[config.mk]
export PLATFORM = sky130hd
export DESIGN_NAME = word_combiner
export DESIGN_NICKNAME = d
export VERILOG_FILES = /design/src/rtl/word_combiner.sv
export SDC_FILE = /design/constraint.sdc
export NUM_CORES = 1
export LEC_CHECK = 0
export CAP_MARGIN = 10
export CORE_ASPECT_RATIO = 1.5
export CORE_MARGIN = 10
export CORE_UTILIZATION = 35
export CTS_CLUSTER_SIZE = 10
export DETAILED_ROUTE_END_ITERATION = 8
export SYNTH_ARGS = -nofsm -noshare
export SYNTH_HDL_FRONTEND = slang
export SYNTH_SLANG_ARGS = --single-unit
export TNS_END_PERCENT = 100
[constraint.sdc]
create_clock -name clk -period 1.5 [get_ports clk]
set_input_delay 0.3 -clock clk [delete_from_list [all_inputs] [get_ports clk]]
set_output_delay 0.3 -clock clk [all_outputs]
set_load 0.005 [all_outputs]
[src/rtl/word_combiner.sv]
// -----------------------------------------------------------------------------
// word_combiner
//
// Packs a stream of 8-bit bytes into 32-bit words. Four accepted bytes make a
// full word. A word can close early when the accepting byte carries in_last,
// or when the input has been idle for FLUSH_TIMEOUT cycles. Finished words are
// held in a registered output slot with a valid/ready handshake.
//
// Parameters
//   FLUSH_TIMEOUT  idle cycles before a partial word is flushed (0 = never)
//
// Compile-time option
//   COMBINER_BIG_ENDIAN_EN  when defined, the first byte of a word lands in
//                           [31:24] and partial words are left-aligned.
//                           When undefined, the first byte lands in [7:0].
//
// Ports
//   clk        clock, rising edge
//   reset      synchronous active-high reset
//   in_data    byte to pack
//   in_valid   in_data is valid
//   in_ready   combiner can take a byte this cycle (combinational from out_ready)
//   in_last    accepted byte closes the current word
//   out_data   assembled word, unfilled bytes zero
//   out_valid  out_data holds a word
//   out_ready  consumer takes out_data this cycle
//   out_bytes  number of valid bytes in out_data (1..4)
// -----------------------------------------------------------------------------
module word_combiner #(
  parameter int FLUSH_TIMEOUT = 0
) (
  input  logic        clk,
  input  logic        reset,
  input  logic [7:0]  in_data,
  input  logic        in_valid,
  output logic        in_ready,
  input  logic        in_last,
  output logic [31:0] out_data,
  output logic        out_valid,
  input  logic        out_ready,
  output logic [2:0]  out_bytes
);

  // State names give the number of bytes currently held.
  typedef enum logic [1:0] {
    EMPTY = 2'd0,
    FILL1 = 2'd1,
    FILL2 = 2'd2,
    FILL3 = 2'd3
  } fill_state_t;

  fill_state_t state_q, state_d;
  logic [31:0] asm_q, asm_d;
  logic [31:0] out_data_q, out_data_d;
  logic        out_valid_q, out_valid_d;
  logic [2:0]  out_bytes_q, out_bytes_d;

  logic        slot_free;
  logic        accept;
  logic        flush;
  logic [1:0]  lane;
  logic [2:0]  held;
  logic [31:0] merged_word;

  // The output slot can take a new word if it is empty or being drained now.
  // Every completion is gated by this, so a pending word is never overwritten.
  assign slot_free = !out_valid_q || out_ready;
  assign in_ready  = !reset && slot_free;
  assign accept    = in_valid && in_ready;

  // The state encoding equals the number of bytes already held, which is also
  // the arrival index of the byte being accepted now.
  assign held = {1'b0, state_q};

`ifdef COMBINER_BIG_ENDIAN_EN
  assign lane = 2'd3 - state_q;
`else
  assign lane = state_q;
`endif

  // Assembly register with the incoming byte dropped into its lane. Lanes not
  // yet written are still zero because the register clears after every word.
  generate
    for (genvar gi = 0; gi < 4; gi++) begin : g_lane
      assign merged_word[8*gi +: 8] = (lane == 2'(gi)) ? in_data : asm_q[8*gi +: 8];
    end
  endgenerate

  // ---------------------------------------------------------------------------
  // Idle-timeout flush
  // ---------------------------------------------------------------------------
  generate
    if (FLUSH_TIMEOUT > 0) begin : g_timeout
      localparam int CNT_W = $clog2(FLUSH_TIMEOUT + 1);
      localparam logic [CNT_W-1:0] LIMIT = CNT_W'(FLUSH_TIMEOUT);

      logic [CNT_W-1:0] cnt_q, cnt_d;
      logic [CNT_W-1:0] cnt_inc;
      logic             idle;

      // Idle means a partial word is held and nothing was taken this cycle.
      // The flush fires on the edge where the count would reach LIMIT; if the
      // output slot is busy the count parks at LIMIT until the slot frees.
      always_comb begin
        idle    = (state_q != EMPTY) && !accept;
        cnt_inc = (cnt_q == LIMIT) ? LIMIT : cnt_q + 1'b1;
        cnt_d   = '0;
        flush   = 1'b0;
        if (idle) begin
          if ((cnt_inc == LIMIT) && slot_free) begin
            flush = 1'b1;
          end else begin
            cnt_d = cnt_inc;
          end
        end
      end

      always_ff @(posedge clk) begin
        if (reset) begin
          cnt_q <= '0;
        end else begin
          cnt_q <= cnt_d;
        end
      end
    end else begin : g_no_timeout
      assign flush = 1'b0;
    end
  endgenerate

  // ---------------------------------------------------------------------------
  // Fill FSM and output slot
  // ---------------------------------------------------------------------------
  always_comb begin
    state_d     = state_q;
    asm_d       = asm_q;
    out_data_d  = out_data_q;
    out_bytes_d = out_bytes_q;
    // A word handed over this cycle leaves the slot empty unless a new word
    // lands in it on the same edge (handled below).
    out_valid_d = out_valid_q && !out_ready;

    if (accept) begin
      if ((state_q == FILL3) || in_last) begin
        out_data_d  = merged_word;
        out_bytes_d = held + 3'd1;
        out_valid_d = 1'b1;
        state_d     = EMPTY;
        asm_d       = '0;
      end else begin
        asm_d = merged_word;
        case (state_q)
          EMPTY:   state_d = FILL1;
          FILL1:   state_d = FILL2;
          default: state_d = FILL3;
        endcase
      end
    end else if (flush) begin
      out_data_d  = asm_q;
      out_bytes_d = held;
      out_valid_d = 1'b1;
      state_d     = EMPTY;
      asm_d       = '0;
    end
  end

  always_ff @(posedge clk) begin
    if (reset) begin
      state_q     <= EMPTY;
      asm_q       <= '0;
      out_data_q  <= '0;
      out_valid_q <= 1'b0;
      out_bytes_q <= '0;
    end else begin
      state_q     <= state_d;
      asm_q       <= asm_d;
      out_data_q  <= out_data_d;
      out_valid_q <= out_valid_d;
      out_bytes_q <= out_bytes_d;
    end
  end

  assign out_data  = out_data_q;
  assign out_valid = out_valid_q;
  assign out_bytes = out_bytes_q;

endmodule

==> flow_summary.toml <==
[yosys]
synth-warning-count = 0
syn_inst = 282
synth_top_area_share_pct = 47.82
synth.largest_area_cell = "dfxtp_1"
ys_seq_elements = 70
syn-cell-area_um2 = 2930
yosys-top-cells-area = "dfxtp_1 (48%), mux2i_1 (11%), a211oi_1 (8.2%)"
synth_nets = 299
avgSynthCellArea_um2 = 10.39
ys_seq_area_share_pct = 47.82
async_reset_ff_share_pct = 0
synthFlopType = "dfxtp_1"
synth_cell_type_count = 30
synth-edff-count = 0

[timing]
rsz0062_at_grt = "yes"
tightest_slew_ns = 0.3820
fmax_mhz = 677.5
setup_violations = 0
clock_skew_ns = 0.006893
relSlewSlack_pct = 74.45
drv_slew = 0
hold_violations = 0
fin_crit_ns = 1.476
finalCritPeriodShare_pct = 98.41
holdWs_ns = 0.4591

[cts]
cts_max_level = 3
cts_hold_repair.buffers = 0
path_clk_slew_ns = 0.05
cts_buffers = 9
numClockSinks = 70
clk_latency_ns = 0.33
cts_tree = "built"
cts_buffer_depth = 2
cts-root-buf = "clkbuf_16"

[floorplan]
die_w_um = 94.71
core-area_um2 = 8108
die_y_um = 132.1
std_cell_rows = 40
dieArea_um2 = 12510
ios = 50
start_util_pct = 36.14

[global_route]
grt_pass1_wl_um = 13410
antenna_found_initial = 0
gr-usage-all-layers_pct = 13.54
grt_start_max_net_pins = 25
grt-ovfl-total = 0
grt_pass1_vias = 2544

[routing]
wl_per_cell_um = 17.84
drt_iter0_drc = 173
totalWireLength_um = 8329
drc = 0
num_vias = 2558
first_pass_iters = 4
routed_via_density = 5.478
drtAntennaViolNets = 0

[power_and_ir_drop]
powerDensity_nw_per_um2 = 1184
ir_drop_mv = 0.7120
cellLeakagePower_nw = 1.834

[setup_path]
arrival_ns = 1.73
crit_required_ns = 1.76
worstSetupStartpointType = "input pin"
timing.rr.end = "lane[1]"
r2r-start = "lane[0]"
worstSetupPathType = "input pin to flop"
r2r_cells = 5
end_kind = "flop"
cp-startpoint = "in_last"
r2r_setup_slack_ns = 0.04
crit_fanout = 8
endpoint = "lane[1]"

[layout]
drive_gt1_share_pct = 22.93
area_delta_synth_final_pct = 46.46
fillers = 761
utilization_pct = 52.93
fin_nets = 374
antenna-diode-count = 0

[place]
io_buffer_count = 49
place_hpwl_um = 5871
gp_congestion = 0.8307

[worst_hold_path]
holdCritPathClass = "flop to flop"

[outcome]
run_status = "finished clean"

[job]
max_cap_viol_count = 0
-- cells in the final DEF, fill, tap and decap left out, drive strengths merged --
| cell | count |
|---|---|
| dfxtp | 70 |
| buf | 45 |
| a31oi | 33 |
| mux2i | 33 |
| a211oi | 32 |
| clkdlybuf4s50 | 26 |
| a32o | 17 |
| dlymetal6s2s | 15 |
| inv | 13 |
| o21ai | 10 |
| clkbuf | 9 |
| and2 | 8 |
| o311ai | 8 |
| dlygate4sd2 | 7 |
| nor2 | 5 |
| bufinv | 4 |
| ha | 4 |
| nor2b | 3 |
| nand2b | 2 |
| o211ai | 2 |
| nor3 | 2 |
| or4 | 2 |
| and4 | 2 |
| a21oi | 2 |
| or2 | 1 |
| mux2 | 1 |
| nand2 | 1 |
| nand4 | 1 |
| o21a | 1 |
| nand3 | 1 |
| clkinv | 1 |
| clkinvlp | 1 |
-- cells in the mapped netlist (2+ instances only) --
master and n:
clkbuf_1 8, o21ai_0 6, inv_1 11, or4_1 2, and4_1 2, nor2b_1 3
ha_1 4, a32o_1 17, buf_2 20, a211oi_1 32, o311ai_0 8, o21ai_1 4
dfxtp_1 70, nand2b_1 2, nor2_1 5, a21oi_1 2, mux2i_1 33, o211ai_2 2
a31oi_1 33, and2_1 8
-- sequential cells by signal, indices dropped and copies added (netlist names) --
name       flops
asm_q         32
lane           2
out_bytes      3
out_data      32
out_valid      1
-- report_power, final --
group	switching, mW	internal [mW]
logic	0.261	0.262
clock network	0.803	1.80
registers	0.0313	1.92
total	1.10	3.98
-- routing by layer --
metal,track usage (%),wire (um)
met3,2.623,360
met4,6.177,149
met1,16.05,3491
met2,22.56,4328
met5,0,0
-- cells by family after synthesis --
family                     after synthesis  synth area share, %
AOI/OAI and AO/OA                      105                26.60
DFF                                     70                47.82
buffers and inverters                   41                6.234
muxes                                   34                11.66
and+or+nand+nor                         28                5.978
adders and majority gates                4                1.708
-- layout make-up --
| class | instances | area [um^2] | area share, % |
|---|---|---|---|
| inverter | 12 | 45.04 | 1.050 |
| tap | 105 | 131.4 | 3.061 |
| multi-input combinational | 171 | 1431 | 33.35 |
| sequential | 70 | 1404 | 32.71 |
| clock inverter | 7 | 145.1 | 3.382 |
| timing repair buffer | 93 | 909.6 | 21.20 |
| clock buffer | 9 | 225.2 | 5.248 |
-- worst min-delay path by stage --
| stage | start | to | slack (ns) | cells after the start |
|---|---|---|---|---|
| after floorplan | in_data[0] | asm_q[0] | 0.43 | 1 |
| after global placement | asm_q[28] | asm_q[28] | 0.44 | 1 |
| after detailed placement | asm_q[30] | asm_q[30] | 0.44 | 1 |
| after CTS | asm_q[28] | asm_q[28] | 0.46 | 1 |
| after global routing | asm_q[24] | asm_q[24] | 0.49 | 1 |
| final | asm_q[28] | asm_q[28] | 0.46 | 1 |
-- critical path, cell delays in order --
cell and delay, ns:
clkdlybuf4s50_1 0.51, or2_4 0.36, or4_1 0.42, a21oi_1 0.14
-- through the flow --
step | power (mW) | area, um^2 | worst slack [ns] | instances | TNS, ns
2_1_floorplan | 2.216 | 2938 | 0.01123 | 282 | 0
3_3_place_gp | 2.505 | 3802 | -0.3879 | 451 | -22.43
3_5_place_dp | 2.509 | 3802 | -0.3965 | 451 | -23.26
4_1_cts | 5.113 | 4198 | 0.0004259 | 467 | 0
5_1_grt | 5.229 | 4292 | -0.02284 | 467 | -0.05111
6_report | 5.079 | 4292 | 0.02392 | 467 | 0
-- timing repair --
| item | CTS | global route |
|---|---|---|
| pin swaps | 0 | 3 |
| hold endpoints to repair | 0 | 0 |
| gates resized for setup | 20 | 35 |
| buffers inserted | 0 | 0 |
| gates cloned | 0 | 0 |
| endpoints found under the setup margin | 62 | 63 |
Power figures use the tool's default switching activity.
